### config.mk
export PLATFORM = sky130hd
export DESIGN_NAME = ifetch_buffer
export DESIGN_NICKNAME = d
export VERILOG_FILES = /design/src/rtl/ifetch_buffer.sv
export SDC_FILE = /design/constraint.sdc
export NUM_CORES = 1
export LEC_CHECK = 0
export CORE_MARGIN = 2
export CORE_UTILIZATION = 50
export DETAILED_ROUTE_END_ITERATION = 10
export PLACE_DENSITY = 0.76
export SLEW_MARGIN = 40
export SYNTH_ARGS = -nofsm -noshare
export SYNTH_HDL_FRONTEND = slang
export SYNTH_SLANG_ARGS = --single-unit
### constraint.sdc
create_clock -name clk -period 3.71 [get_ports clk]
set_clock_uncertainty 0.15 [all_clocks]
set_input_delay 0.5565 -clock clk [delete_from_list [all_inputs] [get_ports clk]]
set_output_delay 0.5565 -clock clk [all_outputs]
set_load 0.01 [all_outputs]
### src/rtl/ifetch_buffer.sv
// Fetch front-end: owns the fetch PC, issues in-order word requests to a variable-latency
// instruction memory and buffers {pc, instr} responses in a FIFO toward decode.
module ifetch_buffer #(
  parameter int unsigned DEPTH    = 4,
  parameter logic [31:0] RESET_PC = 32'h0000_0000
) (
  input  logic        clk,
  input  logic        rst,
  output logic        imem_req_valid,
  input  logic        imem_req_ready,
  output logic [31:0] imem_addr,
  input  logic        imem_rsp_valid,
  input  logic [31:0] imem_rsp_data,
  input  logic        redirect_valid,
  input  logic [31:0] redirect_pc,
  output logic        instr_valid,
  input  logic        instr_ready,
  output logic [31:0] instr,
  output logic [31:0] instr_pc
);

  localparam int unsigned PW = (DEPTH > 1) ? $clog2(DEPTH) : 1;
  localparam int unsigned CW = $clog2(DEPTH + 1);
  localparam logic [CW:0] DEPTH_C = DEPTH[CW:0];

  logic [31:0]   fetch_pc;
  logic [31:0]   rsp_pc;
  logic [31:0]   pc_mem    [DEPTH];
  logic [31:0]   instr_mem [DEPTH];
  logic [PW-1:0] wr_ptr;
  logic [PW-1:0] rd_ptr;
  logic [CW-1:0] count;
  logic [CW-1:0] inflight;
  logic [CW-1:0] drop_cnt;
  logic [CW:0]   occupancy;
  logic          req_fire;
  logic          rsp_fire;
  logic          push;
  logic          pop;

  // Buffered plus outstanding entries bound issue, so every response has a free slot.
  assign occupancy      = {1'b0, count} + {1'b0, inflight};
  assign imem_req_valid = !rst && !redirect_valid && (occupancy < DEPTH_C);
  assign imem_addr      = fetch_pc;
  assign req_fire       = imem_req_valid && imem_req_ready;

  assign rsp_fire = imem_rsp_valid && (inflight != '0);
  assign push     = rsp_fire && !redirect_valid && (drop_cnt == '0);

  assign instr_valid = !rst && (count != '0);
  assign pop         = instr_valid && instr_ready;
  assign instr       = instr_valid ? instr_mem[rd_ptr] : '0;
  assign instr_pc    = instr_valid ? pc_mem[rd_ptr]    : '0;

  always_ff @(posedge clk) begin
    if (rst) begin
      fetch_pc <= RESET_PC;
      rsp_pc   <= RESET_PC;
      count    <= '0;
      inflight <= '0;
      drop_cnt <= '0;
      wr_ptr   <= '0;
      rd_ptr   <= '0;
    end else if (redirect_valid) begin
      // Everything still outstanding after this cycle belongs to the old path.
      fetch_pc <= redirect_pc;
      rsp_pc   <= redirect_pc;
      count    <= '0;
      wr_ptr   <= '0;
      rd_ptr   <= '0;
      inflight <= inflight - CW'(rsp_fire);
      drop_cnt <= inflight - CW'(rsp_fire);
    end else begin
      if (req_fire) begin
        fetch_pc <= fetch_pc + 32'd4;
      end
      inflight <= inflight + CW'(req_fire) - CW'(rsp_fire);
      if (rsp_fire && (drop_cnt != '0)) begin
        drop_cnt <= drop_cnt - CW'(1);
      end
      if (push) begin
        rsp_pc <= rsp_pc + 32'd4;
        wr_ptr <= wr_ptr + PW'(1);
      end
      if (pop) begin
        rd_ptr <= rd_ptr + PW'(1);
      end
      count <= count + CW'(push) - CW'(pop);
    end
  end

  always_ff @(posedge clk) begin
    if (push) begin
      pc_mem[wr_ptr]    <= rsp_pc;
      instr_mem[wr_ptr] <= imem_rsp_data;
    end
  end

  always_ff @(posedge clk) begin
    if (!rst) begin
      assert (occupancy <= DEPTH_C);
      assert (drop_cnt <= inflight);
      assert (!instr_valid || (instr_pc[1:0] == 2'b00));
    end
  end

endmodule
==> flow_summary.toml, run 1 <==
[synthesis]
synth_ff_type = "edfxtp_1"
syn_area_per_cell_um2 = 14.7
ys_ff_latch = 335
async_flop_share_pct = 0
syn_area_mm2 = 0.0140
synth_cell_type_count = 53
synth-seq-area-share_pct = 66.0
synth_cells = 952
yosys_warnings = 0
synth_edf_count = 256
synth_nets = 1040

[sta]
timing.setup.tns_ns = 0
min_period_ns = 3.11
slew_headroom_pct = 52.3
fmaxAchievable_mhz = 321
min_period_over_period_pct = 83.9
setup_ws_ns = 0.596
rsz0062_at_grt = "false"
hold_viol = 0
maxSlewViolCount = 0
setup_violations = 0
tightest_slew_ns = 0.709

[power_and_ir_drop]
p_per_area_mw_per_mm2 = 485
leakage_nw = 5.54
ir_drop_mv = 0.248
finalPower_mw = 8.37

[route]
final_antenna_net_count = 0
drt-wirelength-per-cell_um = 19.3
wl_mm = 29.6
drt_iter0_drc = 775
num_vias = 8664
firstDrtPassIters = 5
avgViaCountPerCell = 5.66
drc = 0

[floorplan]
num_rows = 61
io_pins = 168
die_w_um = 172
initial_core_util_pct = 50.7
dieArea_mm2 = 0.0294
die_h_um = 172
coreArea_mm2 = 0.0277

[worst_setup_path]
r2r_end = "inflight[2]$_SDFF_PP0_"
critPathLaunchType = "flop"
critical-path-slowest-cell = "mux4_2"
reg2regPathDepth = 12
arrival_ns = 2.41
reg2reg_slack_ns = 0.76
crit_type = "flop to primary output"
cp.depth = 4
cp.required_ns = 3.00
r2r-start = "inflight[2]$_SDFF_PP0_"
end_kind = "primary output"
path_max_fanout = 33
critPathMaxStageDelay_ns = 0.55
crit_family = "buffers and inverters"
path_cells = "buf_12 > mux4_2 > and2_1 > clkdlybuf4s50_1"
path_buf_inv = 2

[clocking]
ctsResizeCount = 0
cts_buffers = 34
ctsHtreeMaxLevel = 2
clk_latency_ns = 0.50
root_buffer = "clkbuf_16"
ctsHoldBuffers = 0
cts_tree = "yes"
post_cts_buffers = 0
cts.path.max_buffers = 3
clk_pin_slew_ns = 0.06
clock-sinks = 335

[status]
status = "completed"

[global_route]
grt_pass1_vias = 8577
grt_pass1_wl_mm = 46.5
grtUsageTotal_pct = 20.4
antenna_found_initial = 0
grt_max_degree = 68
overflow = 0

[place]
dpl.hpwl_mm = 19.1
place_congestion = 0.873
dpl.cell_count = 1470
post-place-ws_ns = 0.395
port_buffers = 167

[worst_hold_path]
worstHoldEndpoint = "imem_addr[1]$_SDFFE_PP0P_"
min-delay-start = "imem_addr[1]$_SDFFE_PP0P_"
worstHoldPathType = "flop to flop"
whs_path_depth = 2

[final_layout]
area_growth_syn_to_layout_pct = 22.8
diodes = 0
fillCellCount = 2052
stdcell_count = 1531
drive_above_1_share_pct = 13.4
multi_input_area_mm2 = 0.00441
ff_latch_area_mm2 = 0.00927
finalNetCount = 1216

[run]
max_cap_viol_count = 0
## Yosys cell counts (all sizes together) (7+ instances only)
| cell | count | area [um2] |
|---|---|---|
| or3 | 16 | 106 |
| dfxtp | 79 | 1580 |
| nor3 | 12 | 60.1 |
| a21oi | 30 | 150 |
| nand3 | 22 | 110 |
| ha | 16 | 200 |
| mux4 | 64 | 1440 |
| buf | 11 | 63.8 |
| o21ai | 20 | 100 |
| a31oi | 19 | 119 |
| nand4 | 20 | 140 |
| inv | 34 | 128 |
| edfxtp | 256 | 7690 |
| clkbuf | 39 | 176 |
| xor2 | 10 | 87.6 |
| a211oi | 10 | 75.1 |
| a311oi | 9 | 78.8 |
| a21boi | 13 | 97.6 |
| nor2 | 47 | 176 |
| xnor2 | 24 | 210 |
| and2 | 75 | 469 |
| nor4 | 13 | 87.6 |
| and3 | 7 | 45.1 |
| nand2 | 57 | 214 |
## report_power, final
part / leakage, nW / internal [mW] / switching, mW
registers: 2.98 / 4.24 / 0.146
clock network: 0.502 / 1.77 / 1.34
logic: 2.05 / 0.429 / 0.447
## worst register-to-register path, cell delays in order (launching register included)
cell and delay, ns:
dfxtp_1 0.46, ha_1 0.28, nor4_1 0.23, and3_1 0.24, inv_1 0.06, ha_1 0.26
inv_1 0.04, ha_1 0.18, fa_1 0.37, xor2_1 0.14, o21ai_0 0.20, xnor2_1 0.14
nor2_1 0.05
## metrics by stage
stage                     hold WS, ns  util [%]  instance area, um2
final                           0.312      62.2               17200
after global routing            0.338      62.2               17200
after CTS                       0.312      62.2               17200
after detailed placement        0.301      58.6               16200
after global placement          0.298      58.6               16200
after floorplan                 0.310         -               14000
## placed cells by master (no fill, tap or decap), drive strengths merged, types with 30 or more instances in the layout
| master | count |
|---|---|
| nand2 | 57 |
| a21oi | 30 |
| nor2 | 47 |
| mux4 | 64 |
| dfxtp | 79 |
| and2 | 75 |
| inv | 36 |
| clkbuf | 43 |
| clkdlybuf4s50 | 166 |
| edfxtp | 256 |
## registers in the layout, indices dropped and copies added (netlist names), named ones only
signal	flops
rsp_pc	32
imem_addr	32
drop_cnt	3
wr_ptr	2
instr_mem	128
count	3
inflight	3
pc_mem	128
rd_ptr	2
## cells by family after synthesis
| kind of cell | Yosys count | synth area share, % |
|---|---|---|
| fa+ha+maj | 18 | 1.71 |
| compound gates | 119 | 5.47 |
| simple gates | 290 | 11.2 |
| mux | 72 | 10.9 |
| buf+inv | 84 | 2.62 |
| xor+xnor | 34 | 2.12 |
| flops | 335 | 66.0 |
## metal layers
layer	global-route usage [%]	up-vias	wire length [um]
li1	-	4000	-
met1	29.5	4313	13400
met2	33.0	321	13900
met3	3.29	30	1970
met4	4.57	0	350
met5	0	-	0
## cell type report
class	instances	area share [%]
Tap cell	378	2.74
Clock buffer	43	5.37
Clock inverter	18	0.522
Multi-Input combinational cell	533	25.6
Inverter	34	0.740
Timing Repair Buffer	190	11.2
Sequential cell	335	53.8
## how the worst max path moves through the flow
stage	from	endpoint	slack [ns]
floorplan	redirect_valid	inflight[2]$_SDFF_PP0_	0.17
global placement	redirect_valid	inflight[2]$_SDFF_PP0_	0.48
detailed placement	redirect_valid	inflight[2]$_SDFF_PP0_	0.39
CTS	flop	instr_pc[3]	0.55
global route	flop	instr_pc[3]	0.51
finish	flop	instr_pc[3]	0.60
(Power assumes the default switching activity.)
==> run 2, diff against run 1 <==
clock period = 2.73 ns   (was 3.71 ns; I/O delays follow)
==> flow_summary.toml, run 2 (synthesized netlist as in run 1, its figures left out) <==
[clocking]
clk_pin_slew_ns = 0.06
clk_latency_ns = 0.50
clock-sinks = 335
ctsHoldBuffers = 0
ctsHtreeMaxLevel = 2
root_buffer = "clkbuf_16"
cts_tree = "yes"
cts_buffers = 35
cts.path.max_buffers = 3

[power_and_ir_drop]
p_per_area_mw_per_mm2 = 666
ir_drop_mv = 0.394
finalPower_mw = 11.9
leakage_nw = 6.13

[global_route]
grt.busiest_layer = "met2"
overflow = 0
grt_pass1_wl_mm = 49.3
met3_usage_pct = 3.57
grt_max_degree = 66
use_met2_pct = 34.9
grt_pass1_vias = 8906
grtUsageTotal_pct = 21.8
antenna_found_initial = 0
grt.met1_usage_pct = 31.8

[worst_setup_path]
reg2regPathDepth = 12
r2r-start = "count[1]$_SDFF_PP0_"
path_max_fanout = 5
reg2reg_slack_ns = 0.12
critPathLaunchType = "flop"
cp.required_ns = 2.17
cp-endpoint = "instr[18]"
end_kind = "primary output"
crit_type = "flop to primary output"
arrival_ns = 2.15
r2r_end = "inflight[2]$_SDFF_PP0_"

[final_layout]
drive_above_1_share_pct = 21.9
fillCellCount = 1964
diodes = 0
reg.largest.list = "instr_mem x128, pc_mem x128"
stdcell_count = 1586
layout_commonest_cell = "edfxtp_1"
area_growth_syn_to_layout_pct = 27.8
final_cell_mix = "edfxtp_1, clkdlybuf4s50_1, dfxtp_1"
final_core_util_pct = 64.7
design_area_mm2 = 0.0179
finalNetCount = 1271

[sta]
maxSlewViolCount = 0
slew_headroom_pct = 51.3
tightest_slew_ns = 0.731
whs_ns = 0.321
setup_ws_ns = 0.0216
rsz0062_at_grt = "true"
setup_violations = 0
min_period_over_period_pct = 99.2
fmaxAchievable_mhz = 369
timing.setup.tns_ns = 0
hold_viol = 0
min_period_ns = 2.71

[route]
num_vias = 8987
drc = 0
avgViaCountPerCell = 5.67
wl_mm = 31.5
drt_iter0_drc = 785
firstDrtPassIters = 5
final_antenna_net_count = 0
drt-wirelength-per-cell_um = 19.9

[worst_hold_path]
worstHoldPathType = "flop to flop"
min-delay-start = "imem_addr[0]$_SDFFE_PP0P_"

[floorplan]
die_w_um = 172
io_pins = 168
coreArea_mm2 = 0.0277
initial_core_util_pct = 50.7
die_h_um = 172
num_rows = 61
dieArea_mm2 = 0.0294

[place]
place_congestion = 0.863
post_dp_cell_area_mm2 = 0.0166
post-place-ws_ns = -0.353
dpl.cell_count = 1499
dpl.hpwl_mm = 19.6
port_buffers = 167

[status]
status = "completed"

[run]
max_cap_viol_count = 0
## run 2: timing repair
item	in CTS	in global routing
hold endpoints to repair	0	0
gates cloned	5	1
resized for setup	158	41
buffers inserted	19	3
endpoints found under the setup margin	65	52
pin swaps	7	7
## run 2: routing by layer
metal | vias up | share of wire, %
met4 | 0 | 1.5
met2 | 398 | 47
met3 | 41 | 7.7
met1 | 4439 | 44
li1 | 4109 | -
met5 | - | 0
## run 2: how the worst min path moves through the flow
stage | to | slack [ns] | depth (start not counted)
after floorplan | pc_mem[0][0]$_DFFE_PP_ | 0.31 | 0
after global placement | imem_addr[0]$_SDFFE_PP0P_ | 0.31 | 2
final | imem_addr[0]$_SDFFE_PP0P_ | 0.32 | 2
after CTS | imem_addr[0]$_SDFFE_PP0P_ | 0.33 | 2
after detailed placement | imem_addr[0]$_SDFFE_PP0P_ | 0.32 | 2
after global routing | imem_addr[0]$_SDFFE_PP0P_ | 0.34 | 2
## run 2: cell type report
type | count | area (um2) | share of cell area, %
Inverter | 34 | 130 | 0.726
Multi-Input combinational cell | 533 | 4520 | 25.2
Tap cell | 378 | 473 | 2.64
Sequential cell | 335 | 9280 | 51.7
Clock inverter | 14 | 151 | 0.844
Clock buffer | 48 | 967 | 5.39
Timing Repair Buffer | 244 | 2420 | 13.5
## run 2: worst max-delay path, stage by stage (launching register included)
cell and delay [ns]:
dfxtp_4 0.39, buf_12 0.13, buf_8 0.12, buf_12 0.12, buf_12 0.11, mux4_2 0.49, and2_4 0.17, buf_6 0.11
## run 2: report_power, final
part           internal, mW  switching (mW)  total [mW]
logic                 0.680           0.680        1.36
clock network          2.77            1.86        4.64
registers              5.76           0.176        5.94
total                  9.22            2.72        11.9
